## src/rtl/packet_assembler.sv

```systemverilog
// packet_assembler: pairs data/address halves into {data, addr} packets through a small FIFO; PACKET_ASSEMBLER_COUNT_EN adds pkt_count.
module packet_assembler #(
  parameter int DATA_W = 7,
  parameter int ADDR_W = 4,
  parameter int FIFO_DEPTH = 2
) (
  input  logic                     clk,
  input  logic                     reset,
  input  logic [DATA_W-1:0]        data_in,
  input  logic                     data_valid,
  output logic                     data_ready,
  input  logic [ADDR_W-1:0]        addr_in,
  input  logic                     addr_valid,
  output logic                     addr_ready,
  output logic [DATA_W+ADDR_W-1:0] pkt_out,
  output logic                     pkt_valid,
  input  logic                     pkt_ready
`ifdef PACKET_ASSEMBLER_COUNT_EN
  , output logic [15:0]            pkt_count
`endif
);
  localparam int PW = DATA_W + ADDR_W;
  localparam int AW = $clog2(FIFO_DEPTH);
  typedef enum logic [1:0] {EMPTY, HAVE_DATA, HAVE_ADDR, HAVE_BOTH} state_t;
  state_t state, state_nx;
  logic [DATA_W-1:0] data_q;
  logic [ADDR_W-1:0] addr_q;
  logic [PW-1:0] mem [FIFO_DEPTH];
  logic [AW-1:0] wr_ptr, rd_ptr;
  logic [AW:0] count;
  logic push, pop, data_acc, addr_acc, hold_data, hold_addr, next_data, next_addr;
  always_comb begin
    hold_data = state == HAVE_DATA || state == HAVE_BOTH;
    hold_addr = state == HAVE_ADDR || state == HAVE_BOTH;
    push = state == HAVE_BOTH && count < (AW+1)'(FIFO_DEPTH);
    pop = pkt_valid && pkt_ready;
    data_ready = !reset && (!hold_data || push);
    addr_ready = !reset && (!hold_addr || push);
    data_acc = data_valid && data_ready;
    addr_acc = addr_valid && addr_ready;
    // a pushing pair frees both holders, so accepts in that cycle start the next pair
    next_data = (hold_data && !push) || data_acc;
    next_addr = (hold_addr && !push) || addr_acc;
    state_nx = next_data && next_addr ? HAVE_BOTH : next_data ? HAVE_DATA : next_addr ? HAVE_ADDR : EMPTY;
    pkt_valid = count != '0;
    pkt_out = pkt_valid ? mem[rd_ptr] : '0;
  end
  always_ff @(posedge clk) begin
    if (reset) begin
      state <= EMPTY;
      data_q <= '0;
      addr_q <= '0;
      wr_ptr <= '0;
      rd_ptr <= '0;
      count <= '0;
    end else begin
      state <= state_nx;
      if (data_acc) data_q <= data_in;
      if (addr_acc) addr_q <= addr_in;
      if (push) wr_ptr <= wr_ptr + 1'b1;
      if (pop) rd_ptr <= rd_ptr + 1'b1;
      count <= count + {{AW{1'b0}}, push} - {{AW{1'b0}}, pop};
    end
  end
  always_ff @(posedge clk) begin
    if (push) mem[wr_ptr] <= {data_q, addr_q};
  end
`ifdef PACKET_ASSEMBLER_COUNT_EN
  always_ff @(posedge clk) begin
    if (reset) pkt_count <= '0;
    else if (pop) pkt_count <= pkt_count + 16'd1;
  end
`endif
endmodule
```

## config.mk

```make
export PLATFORM = sky130hd
export DESIGN_NAME = packet_assembler
export DESIGN_NICKNAME = d
export VERILOG_FILES = /design/src/rtl/packet_assembler.sv
export SDC_FILE = /design/constraint.sdc
export NUM_CORES = 1
export LEC_CHECK = 0
export ABC_AREA = 1
export CAP_MARGIN = 25
export CORE_MARGIN = 2
export CORE_UTILIZATION = 51
export DETAILED_ROUTE_END_ITERATION = 10
export PLACE_DENSITY = 0.78
export REMOVE_ABC_BUFFERS = 1
export SYNTH_ARGS = -nofsm -noshare
export SYNTH_HDL_FRONTEND = slang
export SYNTH_SLANG_ARGS = --single-unit
```

## constraint.sdc

```tcl
create_clock -name clk -period 1.8 [get_ports clk]
set_input_delay 0.45 -clock clk [delete_from_list [all_inputs] [get_ports clk]]
set_output_delay 0.45 -clock clk [all_outputs]
set_load 0.01 [all_outputs]
```

==> results of run 1 <==
-- kinds of logic (layout without fill, tap and decap cells) --
family	after synthesis	count (layout)	synth area share (%)
flops	40	40	61.4
simple gates	89	89	24.2
buf+inv	28	70	7.38
fa+ha+maj	2	2	1.51
compound gates	18	18	5.50
-- per-stage QoR --
step	cells	hold slack, ps	utilization (%)	TNS [ps]
CTS	263	470	67.6	-0.114
global route	263	490	68.5	-2.54
detailed placement	251	443	65.8	-1030
floorplan	170	426	-	-159
finish	263	469	68.5	0
global placement	251	436	65.8	-780
-- cell usage in the layout (no fill, tap or decap), drive strengths merged, types with 2 or more instances in the layout --
cell type and n:
clkbuf 7, inv 22, ha 2, dfxtp 18, clkdlybuf4s50 15, nand3 4, nand2 52, a21oi 16
edfxtp 22, nor2 21, nand4 11, buf 23
-- what timing repair did --
item | 4_1_cts | 5_1_grt
resized for setup | 62 | 11
setup buffers | 4 | 0
cloned | 0 | 0
setup endpoints to repair | 14 | 10
-- worst reg2reg max path, delay by kind of cell (launching register included) --
kind | cells | cell delay, ps
AO/OA/AOI/OAI | 1 | 140
flip-flops | 1 | 380
buffers and inverters | 2 | 130
AND/OR/NAND/NOR | 3 | 450
adder cells (fa/ha/maj) | 2 | 460
-- path summary, 6_finish.rpt --
path                          start                   to  slack, ps
max                           reset           data_ready         60
min          data_q[5]$_SDFFE_PP0P_  mem[1][9]$_DFFE_PP_        470
min reg2reg  data_q[5]$_SDFFE_PP0P_  mem[1][9]$_DFFE_PP_        470
max reg2reg     count[1]$_SDFF_PP0_  count[1]$_SDFF_PP0_        150
-- state kept, by name, indices dropped and copies added (netlist names), named ones only --
signal	count
state	2
addr_q	4
rd_ptr	1
mem	22
data_q	7
wr_ptr	1
count	2
-- cells in the mapped netlist --
cell / count
nand2_1: 48
edfxtp_1: 22
nor2_1: 21
inv_1: 20
dfxtp_1: 18
a21oi_1: 16
nand4_1: 11
buf_2: 6
nand2_2: 3
ha_1: 2
nand3_1: 2
a31oi_1: 1
buf_6: 1
inv_4: 1
nand2_4: 1
nand3_2: 1
nand3_4: 1
o21ai_1: 1
or2_2: 1
-- where the power goes --
| part | leakage (nW) | switching (mW) | total [mW] | internal [mW] |
|---|---|---|---|---|
| logic | 0.517 | 0.480 | 0.891 | 0.411 |
| clock network | 0.0326 | 0.281 | 0.433 | 0.152 |
| registers | 0.354 | 0.0720 | 1.13 | 1.06 |
| total | 0.904 | 0.833 | 2.46 | 1.62 |
-- routing by layer --
layer	vias up	track usage [%]	share of wire, %
met2	34	33.4	51
met5	-	0	0
li1	654	-	-
met3	4	5.67	4.9
met1	580	21.8	43
met4	0	5.90	0.68
-- area by class of cell --
| class | instances | area, um2 |
|---|---|---|
| timing repair buffer | 41 | 332 |
| fill | 257 | 971 |
| clock buffer | 6 | 41.3 |
| tap | 44 | 55.1 |
| sequential | 40 | 1030 |
| multi-input combinational | 109 | 552 |
| inverter | 21 | 83.8 |
| clock inverter | 2 | 11.3 |
==> flow_metrics.env, run 1 <==
export IMPL_grt_pass1_wl_um=5000
export IMPL_r2r_cells=8
export IMPL_synth_top_area_share_pct=39.8
export IMPL_cp_depth=3
export IMPL_routed_wl_um=3110
export IMPL_arrival_ps=1290
export IMPL_clk_pin_slew_worst_paths_ps=120
export IMPL_power_mw=2.46
export IMPL_syn_avg_cell_area_um2=9.39
export IMPL_max_stage_delay_ps=470
export IMPL_portBuffers=29
export IMPL_root_buffer="clkbuf_4"
export IMPL_yosys_top_cells_area="edfxtp_1 40%, dfxtp_1 22%, nand2_1 11%, a21oi_1 4.8%, nor2_1 4.7%"
export IMPL_critPathBufInv=2
export IMPL_synth_cell_type_count=19
export IMPL_cts_htree_levels=2
export IMPL_nets=236
export IMPL_pre_cts_slack_ps=-275
export IMPL_grt_max_degree=17
export IMPL_core_area_um2=3080
export IMPL_cellPowerDensity_nw_per_um2=1170
export IMPL_drv_slew=0
export IMPL_status="completed"
export IMPL_hp_class="flip-flop to flip-flop"
export IMPL_numCtsBuffers=5
export IMPL_fin_crit_sh_pct=96.8
export IMPL_wl_per_cell_um=11.8
export IMPL_synth_cells=177
export IMPL_cts_buffer_depth=2
export IMPL_crit_required_ps=1350
export IMPL_overflow=0
export IMPL_final_setup_worst_slack_ps=57.0
export IMPL_worstSetupEndpointType="output port"
export IMPL_skew_ps=12.2
export IMPL_drcViolationCount=0
export IMPL_vias=1272
export IMPL_clk_latency_ps=340
export IMPL_die_h_um=61.1
export IMPL_rows=20
export IMPL_ios=30
export IMPL_clock_sinks=40
export IMPL_drv_cap=0
export IMPL_die_w_um=61.1
export IMPL_start_util_pct=54.0
export IMPL_path_cells="clkdlybuf4s50_1 > a21oi_2 > clkdlybuf4s15_2"
export IMPL_hpwl_um=2250
export IMPL_antenna_found_initial=0
export IMPL_syn_cell_area_um2=1660
export IMPL_gp_congestion=0.802
export IMPL_critPathSlowestCell="clkdlybuf4s50_1"
export IMPL_grt_pass1_vias=1169
export IMPL_min_period_ps=1740
export IMPL_p_leak_nw=0.904
export IMPL_irDropWorstVdd_uv=742
export IMPL_min_path_cells=0
export IMPL_start_kind="primary input"
export IMPL_synth_top_cell_by_area="edfxtp_1"
export IMPL_drtIter0Drc=26
export IMPL_relSlewSlack_pct=77.5
export IMPL_firstDrtPassIters=4
export IMPL_worstSetupPathType="primary input to output port"
export IMPL_synth_seq_cells=40
export IMPL_worst_pin_slew_ps=337
export IMPL_die_area_um2=3730
export IMPL_placed_area_um2=2030
export IMPL_areaGrowthSynthToFinish_pct=26.8
export IMPL_finalSetupViolCount=0
export IMPL_detail_route_antenna_nets=0
export IMPL_path_delay_family="buffers and inverters"
export IMPL_ys_warnings_count=0
export IMPL_cts_tree="done"
export IMPL_via_per_inst=4.84
export IMPL_track_usage_pct=18.8
export IMPL_hold_buffers=0
export IMPL_timing_final_hold_violations=0
export IMPL_diodes=0
export IMPL_critical_path_max_fanout=4
export IMPL_layout_drive_gt1_share_pct=25.1
export IMPL_fmaxAchievable_ghz=0.574
export IMPL_yosysSeqAreaShare_pct=61.4
export IMPL_design_area_um2=2110
Note: power is estimated with default switching activity, not from simulation.
==> inputs of run 2 (changes only) <==
- MAX_ROUTING_LAYER: default -> met4
==> run 2 against run 1 <==
  * Critical path type unchanged
  * Via count up 0.31%
  * Combinational power about the same
  * Setup slack is essentially flat
  * Clock-buffer cell count unchanged
  * Routed wire length increased by 0.64%
  * Clock power is essentially flat
  * Die area is the same
  * Register-to-register slack about the same
  * Critical path depth stayed put
  * Worst hold slack better by 0.77 ps
  * Design area unchanged
==> flow_metrics.env, run 2 (synthesized netlist as in run 1, its figures left out) <==
export IMPL_worstSetupEndpointType="output port"
export IMPL_arrival_ps=1290
export IMPL_final_setup_worst_slack_ps=56.8
export IMPL_drv_cap=0
export IMPL_vias=1276
export IMPL_start_util_pct=54.0
export IMPL_r2r_start="count[1]$_SDFF_PP0_"
export IMPL_grtUsageMet3_pct=5.67
export IMPL_die_area_um2=3730
export IMPL_path_cells="clkdlybuf4s50_1 > a21oi_2 > clkdlybuf4s15_2"
export IMPL_reg2reg_slack_ps=150
export IMPL_routed_wl_um=3130
export IMPL_largestRegisters="mem (22), data_q (7), addr_q (4)"
export IMPL_met2_usage_pct=33.6
export IMPL_overflow=0
export IMPL_layout_cells_non_filler=263
export IMPL_r2r_end="count[1]$_SDFF_PP0_"
export IMPL_die_h_um=61.1
export IMPL_multi_input_area_um2=552
export IMPL_drv_slew=0
export IMPL_relSlewSlack_pct=77.5
export IMPL_cts_buffer_depth=2
export IMPL_grt_use_met1_pct=21.6
export IMPL_rows=20
export IMPL_clk_pin_slew_worst_paths_ps=120
export IMPL_drtIter0Drc=27
export IMPL_min_period_ps=1740
export IMPL_p_leak_nw=0.904
export IMPL_fmaxAchievable_ghz=0.574
export IMPL_critical_path_max_fanout=4
export IMPL_setup_tns_ps=0
export IMPL_max_stage_delay_ps=470
export IMPL_min_path_cells=0
export IMPL_hp_class="flip-flop to flip-flop"
export IMPL_critPathSlowestCell="clkdlybuf4s50_1"
export IMPL_via_per_inst=4.85
export IMPL_diodes=0
export IMPL_regMostFlops="mem"
export IMPL_core_area_um2=3080
export IMPL_path_delay_family="buffers and inverters"
export IMPL_pre_cts_slack_ps=-275
export IMPL_clk_latency_ps=340
export IMPL_start_kind="primary input"
export IMPL_crit_required_ps=1350
export IMPL_firstDrtPassIters=4
export IMPL_grt_busiest_layer="met2"
export IMPL_timing_final_hold_violations=0
export IMPL_drcViolationCount=0
export IMPL_cts_tree="done"
export IMPL_portBuffers=29
export IMPL_layout_common_cells="48 x nand2_1, 22 x edfxtp_1, 20 x nor2_1"
export IMPL_gp_congestion=0.814
export IMPL_antenna_found_initial=0
export IMPL_utilization_pct=68.5
export IMPL_power_mw=2.46
export IMPL_nets=236
export IMPL_ios=30
export IMPL_grt_max_degree=17
export IMPL_wl_per_cell_um=11.9
export IMPL_worst_pin_slew_ps=337
export IMPL_worstSetupPathType="primary input to output port"
export IMPL_fill_cells=257
export IMPL_hpwl_um=2250
export IMPL_areaGrowthSynthToFinish_pct=26.8
export IMPL_status="completed"
export IMPL_die_w_um=61.1
export IMPL_hold_end="mem[1][9]$_DFFE_PP_"
export IMPL_cellPowerDensity_nw_per_um2=1170
export IMPL_largest_register_ff_count=22
export IMPL_register_area_um2=1030
export IMPL_layout_drive_gt1_share_pct=25.1
export IMPL_grt_pass1_wl_um=4980
export IMPL_numCtsBuffers=5
export IMPL_clock_sinks=40
export IMPL_grt_pass1_vias=1169
export IMPL_detail_route_antenna_nets=0
export IMPL_cts_htree_levels=2
export IMPL_root_buffer="clkbuf_4"
export IMPL_irDropWorstVdd_uv=744
export IMPL_final_common_cell="nand2_1"
export IMPL_hold_start="data_q[5]$_SDFFE_PP0P_"
export IMPL_dp_cells=251
export IMPL_track_usage_pct=19.4
export IMPL_skew_ps=13.5
export IMPL_finalSetupViolCount=0
export IMPL_fin_crit_sh_pct=96.8
export IMPL_critPathBufInv=2
export IMPL_r2r_cells=8
## run 2: cell counts in the layout (fill, tap and decap cells not counted)
Identical to the previous run, type by type.
## run 2: through the flow
step                      instance area [um2]  hold WS [ps]
after floorplan                          1620           426
after global placement                   2030           436
after detailed placement                 2030           443
after CTS                                2080           470
after global routing                     2110           490
final                                    2110           470
## run 2: worst max path at each step
| stage | from | to | slack, ps | cells after the start |
|---|---|---|---|---|
| after floorplan | count[1]$_SDFF_PP0_ | count[1]$_SDFF_PP0_ | -160 | 8 |
| after global placement | reset | data_ready | -250 | 3 |
| after detailed placement | reset | data_ready | -280 | 3 |
| after CTS | count[1]$_SDFF_PP0_ | pkt_out[7] | -0.1 | 5 |
| after global routing | count[1]$_SDFF_PP0_ | pkt_out[1] | -2 | 5 |
| final | reset | data_ready | 60 | 3 |
## run 2: timing repair
| action | in CTS | in global routing |
|---|---|---|
| hold buffers | 0 | 0 |
| setup buffers | 4 | 0 |
| resized for setup | 62 | 11 |
| setup endpoints to repair | 14 | 10 |
## run 2: where the power goes
group	internal (mW)	switching, mW
logic	0.411	0.482
clock network	0.152	0.282
registers	1.06	0.0723
## run 2: area by class of cell
cell class              instances  area share, %
flip-flops and latches         40           49.0
multi-input cells             109           26.2
repair buffers                 41           15.7
inverters                      21           3.98
well taps                      44           2.61
clock buffers                   6           1.96
clock inverters                 2          0.534
## run 2: per-layer routing
metal / routed length, um / vias to the layer above
met1: 1360 / 585
met4: 21 / 0
li1: - / 656
met2: 1600 / 31
met5: 0 / -
met3: 149 / 4
==> inputs of run 3 (changes only) <==
- SLEW_MARGIN: default -> 20
==> results of run 3 <==
Final layout, timing and power as in run 2 (identical DEF).
